$ cat src/rtl/hazard_pkg.sv
// Shared types and constants for the pipeline hazard controller.
package hazard_pkg;

    localparam int REG_ADDR_W = 5;
    localparam int NUM_REGS = 1 << REG_ADDR_W;
    localparam int BUSY_CNT_W = 3;

    localparam logic [1:0] WB_SRC_LOAD = 2'b01;

    typedef logic [REG_ADDR_W-1:0] reg_addr_t;

    typedef enum logic [1:0] {
        NONE,
        LOAD_USE,
        SCOREBOARD,
        MC_BUSY
    } stall_reason_e;

endpackage

$ cat src/rtl/hazard_scoreboard.sv
// Per-register load-latency counters and multi-cycle pending bits,
// with combinational lookup for the ID source operands.
module hazard_scoreboard
    import hazard_pkg::*;
#(
    parameter int NUM_SRC  = 2,
    parameter int LOAD_LAT = 1
) (
    input  logic                                clk,
    input  logic                                rst_n,
    input  logic                                ld_set,
    input  reg_addr_t                           ld_rd,
    input  logic                                mc_start,
    input  reg_addr_t                           mc_rd,
    input  logic                                mc_done,
    input  logic [NUM_SRC-1:0][REG_ADDR_W-1:0]  rs,
    output logic [NUM_SRC-1:0]                  rs_busy,
    output logic                                mc_busy
);

    localparam logic [BUSY_CNT_W-1:0] LD_INIT = BUSY_CNT_W'(LOAD_LAT - 1);
    localparam logic [BUSY_CNT_W-1:0] CNT_ONE = BUSY_CNT_W'(1);

    logic [NUM_REGS-1:0][BUSY_CNT_W-1:0] busy_cnt;
    logic [NUM_REGS-1:0]                 mc_pend;
    reg_addr_t                           mc_inflight;

    always_ff @(posedge clk or negedge rst_n) begin
        if (!rst_n) begin
            busy_cnt <= '0;
        end else begin
            for (int i = 0; i < NUM_REGS; i++) begin
                if (busy_cnt[i] != '0)
                    busy_cnt[i] <= busy_cnt[i] - CNT_ONE;
            end
            if (ld_set)
                busy_cnt[ld_rd] <= LD_INIT;
        end
    end

    // Start is applied after done so a back-to-back op keeps its pending bit.
    always_ff @(posedge clk or negedge rst_n) begin
        if (!rst_n) begin
            mc_pend     <= '0;
            mc_busy     <= 1'b0;
            mc_inflight <= '0;
        end else begin
            if (mc_done && mc_busy) begin
                mc_pend[mc_inflight] <= 1'b0;
                mc_busy              <= 1'b0;
            end
            if (mc_start) begin
                if (mc_rd != '0)
                    mc_pend[mc_rd] <= 1'b1;
                mc_busy     <= 1'b1;
                mc_inflight <= mc_rd;
            end
        end
    end

    always_comb begin
        rs_busy = '0;
        for (int s = 0; s < NUM_SRC; s++)
            rs_busy[s] = (busy_cnt[rs[s]] != '0) || mc_pend[rs[s]];
    end

endmodule

$ cat src/rtl/pipeline_hazard_ctrl.sv
// Stall/flush generation for load-use, scoreboard and multi-cycle hazards,
// plus saturating stall and flush performance counters.
module pipeline_hazard_ctrl
    import hazard_pkg::*;
#(
    parameter int NUM_SRC  = 2,
    parameter int LOAD_LAT = 1,
    parameter int PERF_W   = 32
) (
    input  logic                                clk,
    input  logic                                rst_n,
    input  logic [NUM_SRC-1:0][REG_ADDR_W-1:0]  id_rs,
    input  logic [NUM_SRC-1:0]                  id_rs_used,
    input  logic                                id_is_mc,
    input  logic                                ex_valid,
    input  logic [REG_ADDR_W-1:0]               ex_rd,
    input  logic [1:0]                          ex_reg_write_src,
    input  logic                                ex_is_mc,
    input  logic                                mc_start,
    input  logic [REG_ADDR_W-1:0]               mc_rd,
    input  logic                                mc_done,
    input  logic                                BranchExecuted,
    input  logic                                perf_clr,
    output logic                                if_stall,
    output logic                                id_stall,
    output logic                                id_flush,
    output logic                                ex_flush,
    output stall_reason_e                       stall_reason,
    output logic [PERF_W-1:0]                   stall_cnt,
    output logic [PERF_W-1:0]                   flush_cnt
);

    localparam logic [PERF_W-1:0] PERF_ONE = PERF_W'(1);

    logic [NUM_SRC-1:0] live;
    logic [NUM_SRC-1:0] ex_match;
    logic [NUM_SRC-1:0] rs_busy;
    logic               ld_qual;
    logic               load_use;
    logic               sb_haz;
    logic               mc_haz;
    logic               mc_busy;
    logic               raw_stall;

    hazard_scoreboard #(
        .NUM_SRC  (NUM_SRC),
        .LOAD_LAT (LOAD_LAT)
    ) u_sb (
        .clk      (clk),
        .rst_n    (rst_n),
        .ld_set   (ld_qual),
        .ld_rd    (ex_rd),
        .mc_start (mc_start),
        .mc_rd    (mc_rd),
        .mc_done  (mc_done),
        .rs       (id_rs),
        .rs_busy  (rs_busy),
        .mc_busy  (mc_busy)
    );

    always_comb begin
        live     = '0;
        ex_match = '0;
        for (int s = 0; s < NUM_SRC; s++) begin
            live[s]     = id_rs_used[s] && (id_rs[s] != '0);
            ex_match[s] = (id_rs[s] == ex_rd);
        end
    end

    assign ld_qual   = ex_valid && (ex_reg_write_src == WB_SRC_LOAD)
                     && (ex_rd != '0);
    assign load_use  = ld_qual && |(live & ex_match);
    assign sb_haz    = |(live & rs_busy);
    assign mc_haz    = id_is_mc && (mc_busy || (ex_valid && ex_is_mc));
    assign raw_stall = load_use || sb_haz || mc_haz;

    // A resolved branch squashes the stalled instruction anyway.
    assign if_stall = raw_stall && !BranchExecuted;
    assign id_stall = if_stall;
    assign id_flush = BranchExecuted;
    assign ex_flush = BranchExecuted || if_stall;

    always_comb begin
        stall_reason = NONE;
        if (if_stall) begin
            priority case (1'b1)
                load_use: stall_reason = LOAD_USE;
                sb_haz:   stall_reason = SCOREBOARD;
                default:  stall_reason = MC_BUSY;
            endcase
        end
    end

    always_ff @(posedge clk or negedge rst_n) begin
        if (!rst_n) begin
            stall_cnt <= '0;
            flush_cnt <= '0;
        end else if (perf_clr) begin
            stall_cnt <= '0;
            flush_cnt <= '0;
        end else begin
            if (if_stall && (stall_cnt != '1))
                stall_cnt <= stall_cnt + PERF_ONE;
            if (BranchExecuted && (flush_cnt != '1))
                flush_cnt <= flush_cnt + PERF_ONE;
        end
    end

endmodule
$ cat config.mk
export PLATFORM = sky130hd
export DESIGN_NAME = pipeline_hazard_ctrl
export DESIGN_NICKNAME = d
export VERILOG_FILES = /design/src/rtl/hazard_pkg.sv /design/src/rtl/hazard_scoreboard.sv /design/src/rtl/pipeline_hazard_ctrl.sv
export SDC_FILE = /design/constraint.sdc
export NUM_CORES = 1
export LEC_CHECK = 0
export ABC_AREA = 1
export CORE_ASPECT_RATIO = 1.4
export CORE_MARGIN = 4
export CORE_UTILIZATION = 30
export DETAILED_ROUTE_END_ITERATION = 8
export GPL_ROUTABILITY_DRIVEN = 0
export PLACE_DENSITY = 0.54
export SLEW_MARGIN = 10
export SYNTH_ARGS = -nofsm -noshare
export SYNTH_HDL_FRONTEND = slang
export SYNTH_SLANG_ARGS = --single-unit
$ cat constraint.sdc
create_clock -name clk -period 3 [get_ports clk]
set_input_delay 0.6 -clock clk [delete_from_list [all_inputs] [get_ports clk]]
set_output_delay 0.6 -clock clk [all_outputs]
set_load 0.05 [all_outputs]
==> results of run 1 <==
[layer usage]
layer / global-route usage, % / up-vias / share of wire (%)
li1: - / 5595 / -
met1: 19.6 / 5408 / 41
met2: 29.2 / 311 / 50
met3: 2.95 / 77 / 4.5
met4: 7.88 / 0 / 4.5
met5: 0 / - / 0
[per-stage QoR]
step / total power [W] / hold slack (ps) / setup slack, ps
finish: 0.00927 / 92.2 / 88.9
global route: 0.00998 / 112 / -20.2
CTS: 0.00936 / 95.7 / 3.46
global placement: 0.00675 / 463 / -498
detailed placement: 0.00690 / 464 / -573
floorplan: 0.00583 / 304 / 42.7
[cells by family after synthesis]
| family | share of synthesized area, % |
|---|---|
| XOR/XNOR | 2.62 |
| AND/OR/NAND/NOR | 27.0 |
| adder cells (fa/ha/maj) | 9.80 |
| flip-flops | 40.0 |
| buffers and inverters | 10.5 |
| AO/OA/AOI/OAI | 10.1 |
[timing repair]
| action | CTS | global route |
|---|---|---|
| buffers inserted | 3 | 2 |
| hold buffers | 0 | 0 |
| pin swaps | 7 | 6 |
| gates resized for setup | 43 | 29 |
| gates cloned | 1 | 0 |
| setup endpoints to repair | 5 | 5 |
[where the power goes]
part / switching, W / internal, W / leakage, nW / total [W]
combinational: 0.00192 / 0.00128 / 4.43 / 0.00319
sequential: 0.000449 / 0.00324 / 2.55 / 0.00369
clock: 0.00117 / 0.00121 / 0.295 / 0.00238
[worst paths after layout]
kind	endpoint	slack (ps)	depth (start not counted)	startpoint
max in group asynchronous	u_sb.busy_cnt[29]$_DFF_PN0_	2140	2	rst_n
hold reg to reg	u_sb.busy_cnt[0]$_DFF_PN0_	470	1	u_sb.busy_cnt[0]$_DFF_PN0_
setup / recovery	if_stall	90	14	ex_reg_write_src[0]
setup reg to reg	stall_cnt[6]$_DFFE_PN0P_	480	13	stall_cnt[0]$_DFFE_PN0P_
min in group clk	u_sb.busy_cnt[0]$_DFF_PN0_	470	1	u_sb.busy_cnt[0]$_DFF_PN0_
hold / removal	flush_cnt[15]$_DFFE_PN0P_	90	1	rst_n
[synth_stat cells (all sizes together) (8+ instances only)]
cell type	count	area, um2
inv	293	1100
xnor2	12	105
a211oi	25	188
nor2	214	826
dfrtp	198	4950
buf	25	144
nand2	330	1240
a21oi	63	315
nor4	10	83.8
o21ai	100	500
o21a	8	60.1
clkbuf	14	52.6
nor3	31	165
xor2	25	219
nand3	129	661
nand4	44	282
ha	97	1210
[cell type report]
class | instances | share of cell area [%]
Timing Repair Buffer | 181 | 11.5
Inverter | 294 | 7.19
Sequential cell | 198 | 32.2
Tap cell | 534 | 4.35
Clock inverter | 14 | 1.01
Clock buffer | 18 | 2.86
Multi-Input combinational cell | 1126 | 40.8
[state kept, by name, indices dropped and copies added, names as in the netlist]
register,cells
u_sb.mc_busy,1
flush_cnt,32
stall_cnt,32
u_sb.busy_cnt,96
u_sb.mc_inflight,5
u_sb.mc_pend,32
[worst max-delay path, cell delays in order]
cell	delay, ps
clkdlybuf4s50_1	450
inv_1	30
nor2_1	100
nand2_2	100
inv_1	80
o21ai_0	80
buf_4	150
a21oi_2	90
buf_4	150
nor2_4	40
nand3_4	60
nand2_4	80
inv_2	130
buf_12	150
==> results.txt, run 1 <==
----------------------------------------------------
[Status]
  Status ... finished, final reports clean

[Clocking]
  Clock latency reported for the late side of the worst-skew pair ... 460 ps
  Cell at the root of the clock tree ... clkbuf_16
  Largest buffer count on any clock path ... 2
  Number of sinks on the clock net ... ~200
  Number of buffers inserted during clock tree synthesis ... 17
  CTS tree ... yes
  H-Tree Level Count ... 4
  Clock slew at reported path FFs ... 80 ps

[Global routing]
  Maximum number of pins on one net before global-route repair ... just under 60
  Sum of overflow across all layers after global routing ... 0
  Initial antenna violation count ... 0
  Overall global routing resource usage ... between 10% and 20%
  Via count of the first global-routing pass ... approximately 11,000
  Wire length of the first global-routing pass ... 60,200 um

[Yosys]
  Seq/Total Area, Yosys ... between 30 and 40%
  Number of enable flip-flop cells after synthesis ... 0
  Synth unique cells ... 44
  Post-Synthesis Mean Instance Area ... between 7 and 8 um2
  Yosys warnings ... 0
  Number of instances in the synthesized netlist ... 1,656
  Synthesized area ... 12,400 um2
  Prevailing post-synth register cell ... dfrtp_1
  Synthesized Nets ... around 1,800
  Total of flip-flops plus latches after synthesis ... slightly below 200
  Proportion of synthesized flip-flops having asynchronous set or reset ... 100%

[Layout]
  # fillers ... 4,188
  Number of diodes ... 0
  Area of the multi-input gates ... ~6300 um2
  Fin area ... between 15,000 and 20,000 um2
  Most used cells in the layout excluding fill and tap cells ... nand2_1, inv_1, nor2_1
  Number of cells in the finished layout apart from fillers ... about 2,400
  Nets ... 1,948
  Share of post-route cells with drive strength above 1 ... ~9.2%
  Post-Route Utilization ... 37.9%
  Leading cell type in the layout, fill and taps excluded ... nand2_1
  Area used by sequential logic in the layout ... around 5000 um2
  Synth-to-layout area growth ... 24.1%

[Drt]
  Router iterations before antenna repair ... 5
  ANT nets after route ... 0
  Routed len/inst ... between 15 and 20 um
  Total wirelength of the detailed-routed design ... roughly 38,000 um
  DR DRC count ... 0
  Detail-routed via count per cell ... 4.82
  Number of DRC markers in iteration 0 ... 745
  Via total after detailed routing ... roughly 11,000

[STA]
  Share of the clock period used by the worst path ... 97.0%
  Final number of setup-violating endpoints ... 0
  Slew @ Worst Pin ... 589 ps
  Peak clock frequency supported by timing ... 344 MHz
  Post-layout minimum cycle time ... between 2000 and 3000 ps
  Max-slew violation count ... 0
  Final-layout setup total negative slack ... 0 ps
  Clock Skews ... ~13 ps
  Final-report hold violation count ... 0
  Headroom to the max-slew limit ... about three fifths

[Worst setup path]
  Element type at the critical path end ... primary output
  Path type of the worst setup path ... primary input to primary output
  Data arrival time at the worst-slack endpoint ... 2310 ps
  Data required time at the worst endpoint ... 2400 ps
  Worst Setup Start Kind ... primary input
  Crit Path Max Fanout ... 3

[Power and ir drop]
  Power density of the placed cells ... about 600 nW/um2
  Leakage component of the power ... about 7.3 nW
  Peak supply drop ... 0.000455 V

[Place]
  Detailed placement HPWL ... 29,400 um
  Placed Cells ... roughly 2,300
  Port Buffers ... around 100
  Instance area after placement ... around 15,000 um2

[Floorplan]
  Die outline width ... 180 um
  Initial Utilization ... 30.5%
  Die extent in y ... around 250 um
  Die area ... roughly 45,000 um2
  Cell row count ... 87
  Count of boundary I/O pins ... 103
  Core region area ... 40,600 um2

[Run]
  Max-Cap Viols ... 0

[Worst hold path]
  Type of the most critical hold path ... primary input to asynchronous set/reset pin

----------------------------------------------------
Power figures use the tool's default switching activity.
==> run 2, diff against run 1 <==
--- a/config.mk
+++ b/config.mk
@@ -6,7 +6,6 @@
 export NUM_CORES = 1
 export LEC_CHECK = 0
 export ABC_AREA = 1
-export CORE_ASPECT_RATIO = 1.4
 export CORE_MARGIN = 4
 export CORE_UTILIZATION = 30
 export DETAILED_ROUTE_END_ITERATION = 8
==> run 2 against run 1 <==
Net effect: maximum frequency decreased by 0.91%; total power shrank 0.20%; combinational power increased by 2%; die area shrank 0.10%; sequential share of layout area shrank 0.28 points; non-clock buffer count grew 20; worst hold slack gained 28 ps; clock skew is essentially flat.
==> results.txt, run 2 (synthesized netlist as in run 1, its figures left out) <==
----------------------------------------------------
[Status]
  Status ... finished, final reports clean

[Clocking]
  Cell at the root of the clock tree ... clkbuf_16
  Count of hold buffers inserted by post-cts repair ... 0
  Largest buffer count on any clock path ... 2
  CTS tree ... yes
  H-Tree Level Count ... 4
  Clock latency reported for the late side of the worst-skew pair ... roughly 470 ps
  Clock slew at reported path FFs ... 80 ps
  Number of sinks on the clock net ... slightly below 200
  Number of buffers inserted during clock tree synthesis ... 17

[Worst setup path]
  Crit Path Max Fanout ... 5
  Cell occurring most often along the worst timing path ... nor2_4
  Cell chain of the critical path ... dlygate4sd2_1 -> buf_4 -> xor2_1 -> nor3_1 -> nand3_1 -> a21oi_4 -> nor2_4 -> nand3_2 -> nand2_4 -> nor2_4 -> buf_12
  Crit-path leading delay family ... simple AND/OR/NAND/NOR gates
  CP max-delay cell ... dlygate4sd2_1
  Element type at the critical path end ... primary output
  Data required time at the worst endpoint ... roughly 2400 ps
  Data arrival time at the worst-slack endpoint ... roughly 2300 ps
  Crit path buf inv count ... 3
  Maximum cell stage delay along the critical path ... ~320 ps
  Worst Setup Start Kind ... primary input
  Path type of the worst setup path ... primary input to primary output

[Drt]
  Total wirelength of the detailed-routed design ... roughly 37,000 um
  Detail-routed via count per cell ... about 4.8
  DR DRC count ... 0
  Router iterations before antenna repair ... 5
  Via total after detailed routing ... roughly 11,000
  ANT nets after route ... 0
  Number of DRC markers in iteration 0 ... between 700 and 800
  Routed len/inst ... 15.6 um

[Global routing]
  Via count of the first global-routing pass ... 10,700
  Wire length of the first global-routing pass ... about 60,000 um
  Initial antenna violation count ... 0
  Sum of overflow across all layers after global routing ... 0
  Overall global routing resource usage ... around 17%
  Maximum number of pins on one net before global-route repair ... 63

[Run]
  Max-Cap Viols ... 0

[STA]
  Tightest hold margin ... approximately 120 ps
  Peak clock frequency supported by timing ... between 300 and 400 MHz
  Slew @ Worst Pin ... 579 ps
  Final number of setup-violating endpoints ... 0
  Max-slew violation count ... 0
  Unrepaired setup endpoints after global routing ... true
  Share of the clock period used by the worst path ... roughly 98%
  Post-layout minimum cycle time ... around 2900 ps
  Final-report hold violation count ... 0
  Clock Skews ... 13.3 ps
  Headroom to the max-slew limit ... 61.3%

[Power and ir drop]
  Peak supply drop ... between 0.0003 and 0.0004 V
  Final Power ... 0.00925 W
  Clock power frac ... approximately a quarter
  NetSw ... 0.00361 W
  Leakage component of the power ... approximately 7.4 nW
  Internal power component ... approximately 0.0056 W
  Combinational cell fraction of total power ... roughly a third
  Reg power frac ... about two fifths
  Power density of the placed cells ... between 500 and 600 nW/um2
  Proportion of total power due to net switching ... between 30% and 40%

[Floorplan]
  Cell row count ... 74
  Core region area ... between 40,000 and 50,000 um2
  Count of boundary I/O pins ... 103
  Die area ... between 40,000 and 50,000 um2
  Die extent in y ... about 210 um
  Initial Utilization ... between 30% and 40%
  Die outline width ... 211 um

[Worst hold path]
  Type of the most critical hold path ... primary input to asynchronous set/reset pin

[Layout]
  Leading cell type in the layout, fill and taps excluded ... nand2_1
  # fillers ... slightly above 4,000
  Largest reg by FF count ... u_sb.busy_cnt
  Nets ... 1,968
  Share of post-route cells with drive strength above 1 ... between 10% and 20%
  Number of cells in the finished layout apart from fillers ... roughly 2,400
  Most used cells in the layout excluding fill and tap cells ... nand2_1, inv_1, dfrtp_1
  Largest register FFs ... 96
  Number of diodes ... 0
  Post-Route Utilization ... between 30 and 40%
  Synth-to-layout area growth ... 25.2%

[Place]
  Placed Cells ... roughly 2,300
  Detailed placement HPWL ... approximately 28,000 um
  Port Buffers ... 102

----------------------------------------------------
[run 2: cell types whose count changed in the layout (fill, tap and decap cells not counted), moves of 4 or more]
cell / delta
nand2_2: +4
nor2_1: -9
inv_1: -7
buf_4: +20
nor2_2: +11
inv_2: +6
[run 2: area by class of cell]
type                            count  area, um2  share of cell area (%)
Clock inverter                     14        133                   0.855
Timing Repair Buffer              201       1940                    12.5
Clock buffer                       17        425                    2.74
Inverter                          294       1120                    7.23
Sequential cell                   198       4950                    31.9
Multi-Input combinational cell   1126       6270                    40.5
Tap cell                          532        666                    4.29
[run 2: final timing paths]
check / cells past startpoint / start / end / slack, ps
worst min register to register: 1 / u_sb.busy_cnt[0]$_DFF_PN0_ / u_sb.busy_cnt[0]$_DFF_PN0_ / 490
min in group clk: 1 / u_sb.busy_cnt[0]$_DFF_PN0_ / u_sb.busy_cnt[0]$_DFF_PN0_ / 490
worst max-delay path: 11 / id_rs[2] / stall_reason[0] / 60
worst max register to register: 13 / stall_cnt[0]$_DFFE_PN0P_ / stall_cnt[0]$_DFFE_PN0P_ / 550
worst min-delay path: 1 / rst_n / flush_cnt[22]$_DFFE_PN0P_ / 120
max in group asynchronous: 2 / rst_n / u_sb.mc_pend[13]$_DFF_PN0_ / 2160
[run 2: through the flow]
| step | cell area (um2) | TNS (ps) | setup slack (ps) |
|---|---|---|---|
| floorplan | 12400 | 0 | 42.7 |
| CTS | 15400 | 0 | 0.778 |
| detailed placement | 14600 | -2670 | -509 |
| global placement | 14600 | -2110 | -446 |
| global route | 15500 | -39.6 | -12.2 |
| finish | 15500 | 0 | 62.2 |
[run 2: power groups by stage]
stage / Sequential [W] / Combinational (W) / Clock (W)
2_1_floorplan: 0.00360 / 0.00223 / 0
3_5_place_dp: 0.00372 / 0.00317 / 0
6_report: 0.00370 / 0.00326 / 0.00229
3_3_place_gp: 0.00372 / 0.00305 / 0
5_1_grt: 0.00377 / 0.00374 / 0.00246
4_1_cts: 0.00368 / 0.00322 / 0.00237
[run 2: metal layers]
layer	vias to the layer above	GRT usage (%)	share of wire [%]
met3	48	2.11	3.8
met5	-	0	0
met4	0	5.90	2.6
met1	5415	23.3	47
li1	5649	-	-
met2	246	26.4	46
[run 2: timing repair]
item	in CTS	in global routing
setup endpoints to repair	5	5
pin swaps	3	25
gates resized for setup	40	61
cloned	4	1
buffers inserted	5	7
